==> src/rtl/aitl_top_ctrl.sv <==
`default_nettype none
// ============================================================================
//  Module   : aitl_top_ctrl
//  Brief    : AITL control block: 3-state mode FSM with registered 8-bit PID
//  Revision : 1.0  initial release
// ============================================================================
module aitl_top_ctrl #(
   parameter logic [7:0] SETPOINT = 8'd80,
   parameter int         KP       = 2,
   parameter int         KI       = 1,
   parameter int         KD       = 1,
   parameter int         SHIFT    = 0,
   parameter int         BIAS     = 128,
   parameter int         INT_LIM  = 255
) (
   input  logic       clk,
   input  logic       reset,
   input  logic [1:0] input_signal,
   input  logic [7:0] sensor_input,
   output logic [1:0] fsm_state,
   output logic [7:0] pid_output
);

   localparam int c_int_w = $clog2(INT_LIM + 1) + 1;

   typedef enum logic [1:0] {
      ST_IDLE     = 2'd0,
      ST_TRACK    = 2'd1,
      ST_RECOVERY = 2'd2
   } state_t;

   state_t                     r_state;
   state_t                     w_state_nxt;
   logic signed [c_int_w-1:0]  r_integ;
   logic signed [8:0]          r_e_prev;
   logic        [7:0]          r_pid_out;

   logic signed [31:0] w_e;
   logic signed [31:0] w_integ_sum;
   logic signed [31:0] w_integ_n;
   logic signed [31:0] w_e_prev_ext;
   logic signed [31:0] w_pid_sum;
   logic signed [31:0] w_u;
   logic signed [31:0] w_out_sum;
   logic        [7:0]  w_out_sat;

   always_ff @(posedge clk or posedge reset) begin
      if (reset) begin
         r_state <= ST_IDLE;
      end else begin
         r_state <= w_state_nxt;
      end
   end

   // Command 0 holds the current mode; an undefined state falls back to IDLE.
   always_comb begin
      w_state_nxt = r_state;
      case (r_state)
         ST_IDLE: begin
            if (input_signal == 2'd1) w_state_nxt = ST_TRACK;
         end
         ST_TRACK: begin
            if (input_signal == 2'd2)      w_state_nxt = ST_RECOVERY;
            else if (input_signal == 2'd3) w_state_nxt = ST_IDLE;
         end
         ST_RECOVERY: begin
            if (input_signal == 2'd3)      w_state_nxt = ST_IDLE;
            else if (input_signal == 2'd1) w_state_nxt = ST_TRACK;
         end
         default: w_state_nxt = ST_IDLE;
      endcase
   end

   // Datapath is carried at 32 bits so no intermediate can overflow.
   always_comb begin
      w_e          = $signed({24'd0, SETPOINT}) - $signed({24'd0, sensor_input});
      w_integ_sum  = $signed({{(32 - c_int_w){r_integ[c_int_w-1]}}, r_integ}) + w_e;
      w_e_prev_ext = $signed({{23{r_e_prev[8]}}, r_e_prev});

      w_integ_n = w_integ_sum;
      if (w_integ_sum > INT_LIM)       w_integ_n = INT_LIM;
      else if (w_integ_sum < -INT_LIM) w_integ_n = -INT_LIM;

      w_pid_sum = KP * w_e + KI * w_integ_n + KD * (w_e - w_e_prev_ext);
      w_u       = w_pid_sum >>> SHIFT;
      w_out_sum = w_u + BIAS;

      w_out_sat = w_out_sum[7:0];
      if (w_out_sum < 0)        w_out_sat = 8'd0;
      else if (w_out_sum > 255) w_out_sat = 8'd255;
   end

   // Mode is taken from the pre-edge state; IDLE preloads e_prev to avoid a derivative kick.
   always_ff @(posedge clk or posedge reset) begin
      if (reset) begin
         r_integ   <= '0;
         r_e_prev  <= '0;
         r_pid_out <= '0;
      end else if (r_state == ST_IDLE) begin
         r_integ   <= '0;
         r_e_prev  <= w_e[8:0];
         r_pid_out <= '0;
      end else begin
         r_integ   <= w_integ_n[c_int_w-1:0];
         r_e_prev  <= w_e[8:0];
         r_pid_out <= w_out_sat;
      end
   end

   assign fsm_state  = r_state;
   assign pid_output = r_pid_out;

endmodule
`default_nettype wire

==> config.mk <==
export PLATFORM = sky130hd
export DESIGN_NAME = aitl_top_ctrl
export DESIGN_NICKNAME = d
export VERILOG_FILES = /design/src/rtl/aitl_top_ctrl.sv
export SDC_FILE = /design/constraint.sdc
export NUM_CORES = 1
export LEC_CHECK = 0
export CORE_MARGIN = 4
export CORE_UTILIZATION = 25
export CTS_CLUSTER_SIZE = 14
export DETAILED_ROUTE_END_ITERATION = 16
export PLACE_DENSITY = 0.5
export SYNTH_ARGS = -nofsm -noshare
export SYNTH_HDL_FRONTEND = slang
export SYNTH_SLANG_ARGS = --single-unit
==> constraint.sdc <==
create_clock -name clk -period 16.7 [get_ports clk]
set_clock_uncertainty 0.15 [all_clocks]
set_input_delay 3.34 -clock clk [delete_from_list [all_inputs] [get_ports clk]]
set_output_delay 3.34 -clock clk [all_outputs]
set_load 0.005 [all_outputs]
==> results of run 1 <==
==> worst max path at each step <==
stage | from | endpoint
6_report | sensor_input[0] | pid_output[5]
5_1_grt | sensor_input[0] | pid_output[7]
4_1_cts | sensor_input[0] | pid_output[5]
3_5_place_dp | sensor_input[0] | pid_output[5]
3_3_place_gp | sensor_input[0] | pid_output[7]
2_1_floorplan | sensor_input[0] | pid_output[4]
==> per-layer routing <==
layer,up-vias,share of wire,global-route usage
li1,1050,-,-
met1,983,0.50,0.133
met2,32,0.46,0.151
met3,2,0.039,0.0227
met4,0,0.0056,0.0143
met5,-,0,0
==> Yosys cell counts, types with 3 or more instances <==
library cell / instances
sky130_fd_sc_hd__and3_1: 3
sky130_fd_sc_hd__and2_1: 3
sky130_fd_sc_hd__or3_1: 3
sky130_fd_sc_hd__a21oi_1: 18
sky130_fd_sc_hd__nand2_1: 8
sky130_fd_sc_hd__nand3_1: 4
sky130_fd_sc_hd__nor3_1: 3
sky130_fd_sc_hd__nor2_1: 13
sky130_fd_sc_hd__xnor2_1: 12
sky130_fd_sc_hd__a21o_1: 7
sky130_fd_sc_hd__ha_1: 44
sky130_fd_sc_hd__fa_1: 19
sky130_fd_sc_hd__xor2_1: 7
sky130_fd_sc_hd__dfrtp_1: 28
sky130_fd_sc_hd__a31oi_1: 10
sky130_fd_sc_hd__inv_1: 48
sky130_fd_sc_hd__nand2b_1: 7
sky130_fd_sc_hd__nor3b_1: 3
sky130_fd_sc_hd__o21ai_0: 15
==> cells by family after synthesis <==
kind of cell / count (synthesis) / share of synthesized area
buffers and inverters: 51 / 0.0684
xor gates and xnor gates: 19 / 0.0591
and+or+nand+nor: 56 / 0.107
muxes: 3 / 0.0115
DFF: 28 / 0.249
AOI/OAI and AO/OA: 72 / 0.175
adders and majority gates: 63 / 0.331
==> critical path, delay by kind of cell <==
kind	cells	cell delay, ps
buffers and inverters	4	880
AND/OR/NAND/NOR	11	2890
AO/OA/AOI/OAI	7	1880
adder cells (fa/ha/maj)	8	2490
XOR/XNOR	1	150
==> flip-flops by register name, summed over array words and instances (netlist names) <==
signal / flops
r_integ: 9
pid_output: 8
r_e_prev: 9
fsm_state: 2
==> area by class of cell <==
type / instances / area [sq um]
Fill cell: 1176 / 7630
Multi-Input combinational cell: 213 / 1920
Sequential cell: 28 / 701
Timing Repair Buffer: 22 / 218
Inverter: 48 / 180
Tap cell: 140 / 175
Clock buffer: 3 / 75.1
Clock inverter: 1 / 30.0
==> metrics by stage <==
step                      utilization  cell area, sq um
after floorplan                     -              2820
after global placement          0.292              3200
after detailed placement        0.292              3200
after CTS                       0.302              3300
after global routing            0.302              3300
final                           0.302              3300
==> metrics, run 1 <==
result of the run=completed; total detailed-routing wirelength=5840 um; Reg2Reg Setup Slack=9160 ps; Remaining Overflow, GRT=0; arrival time reported for the critical path endpoint=11,640 ps; cell at the slowest stage of the critical path=sky130_fd_sc_hd__nor4_2; Yosys warning count=0; # nets final=391; Final Hold Slack=516 ps; share of synthesized flip-flops with an asynchronous set or reset=1.00; share of cells above drive strength 1=0.0476; main area contributors after synthesis=sky130_fd_sc_hd__dfrtp_1 (25%), sky130_fd_sc_hd__ha_1 (20%), sky130_fd_sc_hd__fa_1 (14%); die outline width=114 um; clock insertion delay at the later pin of the skew report=270 ps; all-layer global routing usage=0.0946; worst max-slew margin expressed relative to the limit=0.425; total of endpoints with negative setup slack in the final report=0; DR WL/cell=12.8 um; Final Max Slew Viols=0; most used cells in the layout excluding fill and tap cells=sky130_fd_sc_hd__inv_1 (48), sky130_fd_sc_hd__ha_1 (44), sky130_fd_sc_hd__dfrtp_1 (28), sky130_fd_sc_hd__clkdlybuf4s50_1 (21), sky130_fd_sc_hd__fa_1 (19); startpoint of the lowest-slack register-to-register path=r_integ[0]; setup_tns=0 ps; antenna-violating nets left=0; Worst Slack Setup Final=5030 ps; RSZ-0062 raised after global routing=false; drt pass-1 iters=4; count of cell types in the netlist=48; violation count after the first detailed-route iteration=133; total clock buffers created by CTS=3; DP Cell Count=451; Max Cap Viol=0; cell with the most instances on the worst path=sky130_fd_sc_hd__ha_1; hold endpoint=fsm_state[0]; number of rows created at floorplan=38; largest net degree at the start of global routing=29; reg2reg end=pid_output[5]; global-route wire length before repair=10,100 um; area of the die=roughly 13,000 sq um; startpoint of the lowest-slack hold path=fsm_state[1]; largest fanout of any net on the critical path=8; I/O pin count=22; maximum root-to-sink buffer count=2; Clk Tree Root Cell=sky130_fd_sc_hd__clkbuf_16; final antenna diode count=0; longest individual stage delay on the worst path=690 ps; HPWL after detailed placement=4880 um; transition time at the pin with the least slew margin=851 ps; nature of the critical path endpoint=flop; detail-routed via count per cell=4.54; core footprint=10,900 sq um; class of the most critical setup path=in2reg; Mapped Nets=367; vertical extent of the die=114 um; data required time of the critical path=between 15,000 and 20,000 ps; count of hold buffers inserted by post-cts repair=0; Worst Setup Start Kind=input pin; area of the mapped netlist=roughly 2800 sq um; post-route fraction of the period consumed by the critical path=0.699; I/O Buffers=21; post-route insts no fill=between 400 and 500; depth of the worst register-to-register path=28; total setup buffers inserted after CTS=0; vias in the first global route=approximately 2.1k; count of instances resized after the clock tree is built=0; final weighted congestion in routability-driven placement=a little under 0.8; clk sinks=28; count of cells along the worst hold path=1; clock period minus worst slack=11,670 ps; flip-flop and latch count after synthesis=28; proportion of netlist area held by the largest area contributor=0.249; most common cell after layout, fill and taps aside=sky130_fd_sc_hd__inv_1; DRC violations left=0; Clock transition at path regs=70 ps; leading area contributor after synthesis=sky130_fd_sc_hd__dfrtp_1; post-synthesis cell count=292; CTS tree=done; CTS H-tree lvls=1; post-synthesis area per instance=9.65 sq um; number of antenna violations at the first check in global routing=0; share of synthesized area occupied by flip-flops and latches=0.249; via count=roughly 2.1k; worst min-delay path class=reg2reg; Place WS=4720 ps; starting density of the core=0.258; Fmax achieved=0.0857 GHz; most common flop cell mapped by yosys=sky130_fd_sc_hd__dfrtp_1; growth of design area from synthesis to finish=17.2%; Final Hold Violating Endpoints=0; number of synthesized flops with an enable pin=0
Power of run 1 is left out: the tool's default activity adds up to more than one toggle a clock period on the data nets, which glitch-free logic cannot reach.
==> inputs of run 2 (changes only) <==
--- a/config.mk
+++ b/config.mk
@@ -9,7 +9,7 @@
 export CORE_UTILIZATION = 25
 export CTS_CLUSTER_SIZE = 14
 export DETAILED_ROUTE_END_ITERATION = 16
-export PLACE_DENSITY = 0.5
+export PLACE_DENSITY = 0.51
 export SYNTH_ARGS = -nofsm -noshare
 export SYNTH_HDL_FRONTEND = slang
 export SYNTH_SLANG_ARGS = --single-unit
==> constraint.sdc (replaced) <==
create_clock -name clk -period 10.09 [get_ports clk]
set_clock_uncertainty 0.15 [all_clocks]
set_input_delay 2.018 -clock clk [delete_from_list [all_inputs] [get_ports clk]]
set_output_delay 2.018 -clock clk [all_outputs]
set_load 0.005 [all_outputs]
==> run 2 against run 1 <==
  * Register-to-register slack lost 6300 ps
  * Via count increased by 1.6%
  * Worst hold slack improved by 4.4 ps
  * Non-clock buffer count grew 9
==> metrics, run 2 (synthesis results as in run 1) <==
result of the run=completed; Max Cap Viol=0 (unchanged); # nets final=400 (+2.3%); nature of the critical path endpoint=flop; CTS H-tree lvls=1 (unchanged); Remaining Overflow, GRT=0 (unchanged); detail-routed via count per cell=4.53 (-0.33%); Place WS=84.2 ps (-4630 ps); cell with the most instances on the worst path=sky130_fd_sc_hd__ha_1; I/O Buffers=21 (unchanged); vias in the first global route=2,079 (-2.5%); all-layer global routing usage=0.0939 (-0.000648); clock period minus worst slack=between 9000 and 10,000 ps; class of the most critical setup path=in2reg; Fmax achieved=0.105 GHz; clk sinks=28 (unchanged); largest net degree at the start of global routing=29 (unchanged); longest individual stage delay on the worst path=530 ps (-160 ps); share of cells above drive strength 1=0.0772 (+0.0295); total detailed-routing wirelength=5820 um (-0.43%); DP Cell Count=460 (+2.0%); most common cell after layout, fill and taps aside=sky130_fd_sc_hd__inv_1; transition time at the pin with the least slew margin=572 ps (-279 ps); vertical extent of the die=114 um (unchanged); worst min-delay path class=reg2reg; Clock transition at path regs=70 ps (about the same); number of rows created at floorplan=38 (unchanged); via count=2,101 (+1.6%); post-route fraction of the period consumed by the critical path=0.941; core footprint=10,900 sq um (unchanged); Worst Setup Start Kind=input pin; total clock buffers created by CTS=3 (unchanged); DRC violations left=0 (unchanged); Final Max Slew Viols=0 (unchanged); worst max-slew margin expressed relative to the limit=0.616 (+0.191); most used cells in the layout excluding fill and tap cells=sky130_fd_sc_hd__inv_1 (48), sky130_fd_sc_hd__ha_1 (44), sky130_fd_sc_hd__dfrtp_1 (28), sky130_fd_sc_hd__clkdlybuf4s50_1 (20), sky130_fd_sc_hd__fa_1 (19); HPWL after detailed placement=5030 um (+3.1%); Worst Slack Setup Final=597 ps (-4430 ps); arrival time reported for the critical path endpoint=9460 ps (-2180 ps); starting density of the core=0.258 (unchanged); violation count after the first detailed-route iteration=86 (-35%); total of endpoints with negative setup slack in the final report=0 (unchanged); count of hold buffers inserted by post-cts repair=0 (unchanged); clock insertion delay at the later pin of the skew report=260 ps (about the same); die outline width=114 um (unchanged); area of the die=13,000 sq um (unchanged); Final Hold Violating Endpoints=0 (unchanged); CTS tree=done; post-route insts no fill=464 (+2.0%); number of antenna violations at the first check in global routing=0 (unchanged); final weighted congestion in routability-driven placement=0.825 (+7.1%); final antenna diode count=0 (unchanged); maximum root-to-sink buffer count=2 (unchanged); global-route wire length before repair=9980 um (-1.5%); growth of design area from synthesis to finish=19.9%; cell at the slowest stage of the critical path=sky130_fd_sc_hd__fa_1; drt pass-1 iters=4 (unchanged); DR WL/cell=12.5 um (-2.4%); largest fanout of any net on the critical path=8 (unchanged); Clk Tree Root Cell=sky130_fd_sc_hd__clkbuf_16; antenna-violating nets left=0 (unchanged); Post-Route Utilization=0.309 (+0.00698); I/O pin count=22 (unchanged); data required time of the critical path=10,060 ps (-6610 ps)
==> run 2: area by class of cell <==
| class | count | area, sq um |
|---|---|---|
| multi-input combinational | 213 | 1930 |
| tap | 140 | 175 |
| clock buffer | 3 | 75.1 |
| fill | 1139 | 7560 |
| sequential | 28 | 701 |
| inverter | 48 | 180 |
| timing repair buffer | 31 | 288 |
| clock inverter | 1 | 30.0 |
==> run 2: layer usage <==
layer	vias up	part of all wire	global-route usage
li1	1072	-	-
met1	986	0.49	0.135
met2	39	0.45	0.148
met3	4	0.055	0.0196
met4	0	0.0069	0.0143
met5	-	0	0
==> run 2: per-stage QoR <==
stage	setup TNS (ps)	cell area [sq um]	hold WS (ps)
after detailed placement	0	3260	508
after global routing	-53.9	3380	552
after floorplan	0	2820	407
after global placement	0	3260	489
final	0	3380	521
after CTS	0	3370	516
==> run 2: worst paths after layout <==
kind / startpoint / end / slack (ps) / cells after the start
worst max-delay path: sensor_input[1] / pid_output[0] / 600 / 32
worst min-delay path: fsm_state[1] / fsm_state[0] / 520 / 1
worst max register to register: r_integ[0] / pid_output[0] / 2890 / 29
worst min register to register: fsm_state[1] / fsm_state[0] / 520 / 1
max in group asynchronous: reset / r_e_prev[4] / 7540 / 3
min in group asynchronous: reset / r_e_prev[1] / 1970 / 3
==> run 2: worst max-delay path, delay by kind of cell <==
family / cells / cell delay, ps
xor gates and xnor gates: 1 / 170
buffers and inverters: 5 / 930
and+or+nand+nor: 11 / 2110
adders and majority gates: 8 / 2460
AOI/OAI and AO/OA: 7 / 1770
==> run 2: timing repair <==
action / CTS / global route
endpoints found under the setup margin: 0 / 8
gates resized for setup: 0 / 4
setup buffers: 0 / 0
Power of run 2 is left out for the same reason.
==> patch 1, RTL diff (settings of run 1) <==
Register the inputs `input_signal` and `sensor_input` before use, cleared by the reset. The logic sees them one clock later.
--- a/src/rtl/aitl_top_ctrl.sv
+++ b/src/rtl/aitl_top_ctrl.sv
@@ -30,4 +30,17 @@
    } state_t;
 
+   logic [1:0] input_signal_q;
+   logic [7:0] sensor_input_q;
+
+   always_ff @(posedge clk or posedge reset) begin
+      if (reset) begin
+         input_signal_q <= '0;
+         sensor_input_q <= '0;
+      end else begin
+         input_signal_q <= input_signal;
+         sensor_input_q <= sensor_input;
+      end
+   end
+
    state_t                     r_state;
    state_t                     w_state_nxt;
@@ -58,13 +71,13 @@
       case (r_state)
          ST_IDLE: begin
-            if (input_signal == 2'd1) w_state_nxt = ST_TRACK;
+            if (input_signal_q == 2'd1) w_state_nxt = ST_TRACK;
          end
          ST_TRACK: begin
-            if (input_signal == 2'd2)      w_state_nxt = ST_RECOVERY;
-            else if (input_signal == 2'd3) w_state_nxt = ST_IDLE;
+            if (input_signal_q == 2'd2)      w_state_nxt = ST_RECOVERY;
+            else if (input_signal_q == 2'd3) w_state_nxt = ST_IDLE;
          end
          ST_RECOVERY: begin
-            if (input_signal == 2'd3)      w_state_nxt = ST_IDLE;
-            else if (input_signal == 2'd1) w_state_nxt = ST_TRACK;
+            if (input_signal_q == 2'd3)      w_state_nxt = ST_IDLE;
+            else if (input_signal_q == 2'd1) w_state_nxt = ST_TRACK;
          end
          default: w_state_nxt = ST_IDLE;
@@ -74,5 +87,5 @@
    // Datapath is carried at 32 bits so no intermediate can overflow.
    always_comb begin
-      w_e          = $signed({24'd0, SETPOINT}) - $signed({24'd0, sensor_input});
+      w_e          = $signed({24'd0, SETPOINT}) - $signed({24'd0, sensor_input_q});
       w_integ_sum  = $signed({{(32 - c_int_w){r_integ[c_int_w-1]}}, r_integ}) + w_e;
       w_e_prev_ext = $signed({{23{r_e_prev[8]}}, r_e_prev});
Function: changed (a bounded check fails within 4 cycles, from zero or initial values and one cycle with reset high).
==> patch 1 against run 1 <==
- sequential cell count up 10
- count of clock-buffer cells in the layout up 3
- die area up 13%
- setup slack better by 3.8 ns
- critical path depth down 1
- final cell count up 16%
- maximum frequency up 48%
- design area up 16%
- routed wire length up 13%
- synthesized area up 14%
Power is left out: the tool's default activity adds up to more than one toggle a clock period on the data nets, which glitch-free logic cannot reach.
==> patch 1: results (changes against run 1) <==
- Mean routed wirelength per cell: 12.43 um (-3.2%)
- Slowest CP cell: fa_1
- Syn nets: 407 (+11%)
- Starting DRT DRC Count: 96 (-28%)
- Detailed placer's ending HPWL: 5317 um (+8.9%)
- Layout net count: 432 (+10%)
- Area contributors post-synth: dfrtp_1, ha_1, fa_1
- Global-route wire length before repair: 11,330 um (+12%)
- Worst Tran Pin Value: 0.7988 ns (-0.05246 ns)
- Hold/Removal Path Class: flop to flop
- All-Layer GR Usage: 0.09406 (-0.0005287)
- Total placed instance area: 3623 um2 (+13%)
- Vias/cell: 4.481 (-1.4%)
- Post-synthesis async set-or-reset flop share: 1.000 (unchanged)
- Crit path DAT: 7.85 ns (-3.79 ns)
- Layout cells sized above 1: 0.05307 (+0.005454)
- Yosys cell types: 54 (+13%)
- Largest net degree at the start of global routing: 39 (+34%)
- H-tree levels: 2 (+1)
- Biggest regs: r_e_prev x9, r_integ x9
- CTS buffer count: 5 (+2)
- Gpl congestion: 0.8055 (+4.6%)
- FILL cells: 1,339 (+14%)
- Worst R2R Path Depth: 30 (+7.1%)
- Status: completed
- Highest cell delay on the worst timing path: 0.54 ns (-0.15 ns)
- Vias in the first global route: 2,374 (+11%)
- Top post-synthesis cells by count: inv_1, ha_1, dfrtp_1
- Register area share after synthesis: 0.2953 (+0.04648)
-- patch 1: cell families after synthesis --
group           synth area share
buf+inv                  0.06410
mux                     0.009713
simple gates              0.1189
fa+ha+maj                 0.2890
xor+xnor                 0.05167
flops                     0.2953
compound gates            0.1713
-- patch 1: critical path, delay by kind of cell (launching register included) --
kind | cells | cell delay, ns
fa+ha+maj | 8 | 2.63
flops | 1 | 0.45
xor+xnor | 2 | 0.55
compound gates | 10 | 1.94
simple gates | 8 | 1.79
buf+inv | 2 | 0.18
-- patch 1: final timing paths --
path / from / endpoint / slack (ns)
worst max register to register: sensor_input_q[0] / pid_output[4] / 8.83
worst min register to register: input_signal_q[0] / fsm_state[1] / 0.27
worst max-delay path: sensor_input_q[0] / pid_output[4] / 8.83
max in group asynchronous: reset / pid_output[5] / 12.72
worst min-delay path: input_signal_q[0] / fsm_state[1] / 0.27
min in group asynchronous: reset / r_e_prev[8] / 3.32
-- patch 1: metal layers --
layer,vias to the layer above,GRT usage,part of all wire
met1,1134,0.1368,0.52
li1,1195,-,-
met3,4,0.02238,0.041
met5,-,0,0
met4,0,0.02031,0.0062
met2,42,0.1423,0.43
-- patch 1: area by class of cell --
| cell class | count | share of cell area |
|---|---|---|
| well taps | 172 | 0.05630 |
| multi-input cells | 243 | 0.5398 |
| repair buffers | 22 | 0.05696 |
| clock buffers | 6 | 0.03633 |
| inverters | 47 | 0.04615 |
| clock inverters | 2 | 0.01571 |
| flip-flops and latches | 38 | 0.2488 |
-- patch 1: per-stage QoR --
stage / setup WS, ns / cells / util / hold slack [ns]
after floorplan: 9.695 / 332 / - / 0.2488
after global placement: 8.891 / 522 / 0.2871 / 0.2572
after detailed placement: 8.778 / 522 / 0.2871 / 0.2592
after CTS: 8.760 / 530 / 0.3029 / 0.2665
after global routing: 8.178 / 530 / 0.3029 / 0.2866
final: 8.831 / 530 / 0.3029 / 0.2672
==> patch 2, RTL diff (settings of run 1) <==
Made on the original files. Change the parameter `INT_LIM` from 255 to 510.
--- a/src/rtl/aitl_top_ctrl.sv
+++ b/src/rtl/aitl_top_ctrl.sv
@@ -12,5 +12,5 @@
    parameter int         SHIFT    = 0,
    parameter int         BIAS     = 128,
-   parameter int         INT_LIM  = 255
+   parameter int         INT_LIM  = 510
 ) (
    input  logic       clk,
Behaviour: not the same (Yosys sat finds a counterexample within 10 cycles, from zero or initial values and one cycle with reset high).
==> patch 2 against run 1 <==
- design area rose by 15%
- critical endpoint unchanged
- synthesized area increased by 14%
- setup slack better by 0.027 ns
- sequential cell count up 1
- routed wire length increased by 26%
- global-route usage grew 1.1 points
Power is left out: the tool's default activity adds up to more than one toggle a clock period on the data nets, which glitch-free logic cannot reach.
==> patch 2: results (changes against run 1) <==
- Status: completed
- Syn nets: 423 (+15%)
- Mean routed wirelength per cell: 13.49 um (+5.0%)
- Clock slew at reported path FFs: 0.05 ns (-0.02 ns)
- Vias in the first global route: 2,563 (+20%)
- Met3 Track Usage GR: 0.02051 (-0.002214)
- Slowest CP cell: a2111oi_0
- Yosys cell types: 61 (+27%)
- Area taken by multi-input logic gates: 2277 um2 (+18%)
- Gpl congestion: 0.7797 (+1.2%)
- Layout cells sized above 1: 0.05645 (+0.008833)
- Fin Hold WS: 0.4642 ns (-0.05216 ns)
- Detailed placer's ending HPWL: 5988 um (+23%)
- All-Layer GR Usage: 0.1059 (+0.01130)
- Crit path DAT: 11.59 ns (-0.05 ns)
- CTS buffer count: 5 (+2)
- Global-route wire length before repair: 12,650 um (+25%)
- Highest cell delay on the worst timing path: 0.55 ns (-0.14 ns)
- H-tree levels: 2 (+1)
- Global-route met1 utilization: 0.1467 (+0.01371)
- Layout net count: 447 (+14%)
- Largest net degree at the start of global routing: 30 (+3.4%)
- Top post-synthesis cells by count: inv_1, ha_1, dfrtp_1
- R2R Setup Slk: 9.29 ns (+0.13 ns)
- Vias/cell: 4.767 (+4.9%)
- Starting DRT DRC Count: 112 (-16%)
- Met2 Use GR: 0.1699 (+0.01889)
- Worst slew margin: 0.4078 (-0.01727)
==> patch 2: cells by family after synthesis <==
family,count (synthesis),synth area share
multiplexers,5,0.01635
XOR/XNOR,17,0.04632
flip-flops,29,0.2258
adder cells (fa/ha/maj),65,0.2966
AO/OA/AOI/OAI,97,0.2110
AND/OR/NAND/NOR,80,0.1382
buffers and inverters,54,0.06578
==> patch 2: final cells by class <==
type                    instances  area share
multi-input cells             264      0.6005
flip-flops and latches         29      0.1914
repair buffers                 22     0.05741
well taps                     172     0.05675
inverters                      49     0.04850
clock buffers                   7     0.03761
clock inverters                 1    0.007918
==> patch 2: final timing paths <==
check	start	end	cells past startpoint
min in group asynchronous	reset	pid_output[7]	3
setup reg to reg	r_integ[0]	pid_output[5]	24
hold / removal	fsm_state[0]	fsm_state[0]	2
setup / recovery	sensor_input[0]	pid_output[5]	29
hold reg to reg	fsm_state[0]	fsm_state[0]	2
max in group asynchronous	reset	r_e_prev[8]	3
==> patch 2: layer usage <==
layer,vias to the layer above,part of all wire
met1,1242,0.49
li1,1303,-
met2,44,0.46
met4,0,0.0089
met3,4,0.039
met5,-,0
==> patch 2: stage by stage <==
| step | setup WS, ns | std cells |
|---|---|---|
| 4_1_cts | 5.067 | 544 |
| 2_1_floorplan | 6.562 | 347 |
| 6_report | 5.058 | 544 |
| 3_5_place_dp | 4.813 | 536 |
| 5_1_grt | 4.323 | 544 |
| 3_3_place_gp | 5.149 | 536 |
==> patch 2: worst max-delay path: cells and delay by family <==
family	cells	cell delay [ns]
AOI/OAI and AO/OA	10	3.21
xor gates and xnor gates	1	0.39
adders and majority gates	7	2.10
buffers and inverters	2	0.67
and+or+nand+nor	9	1.87
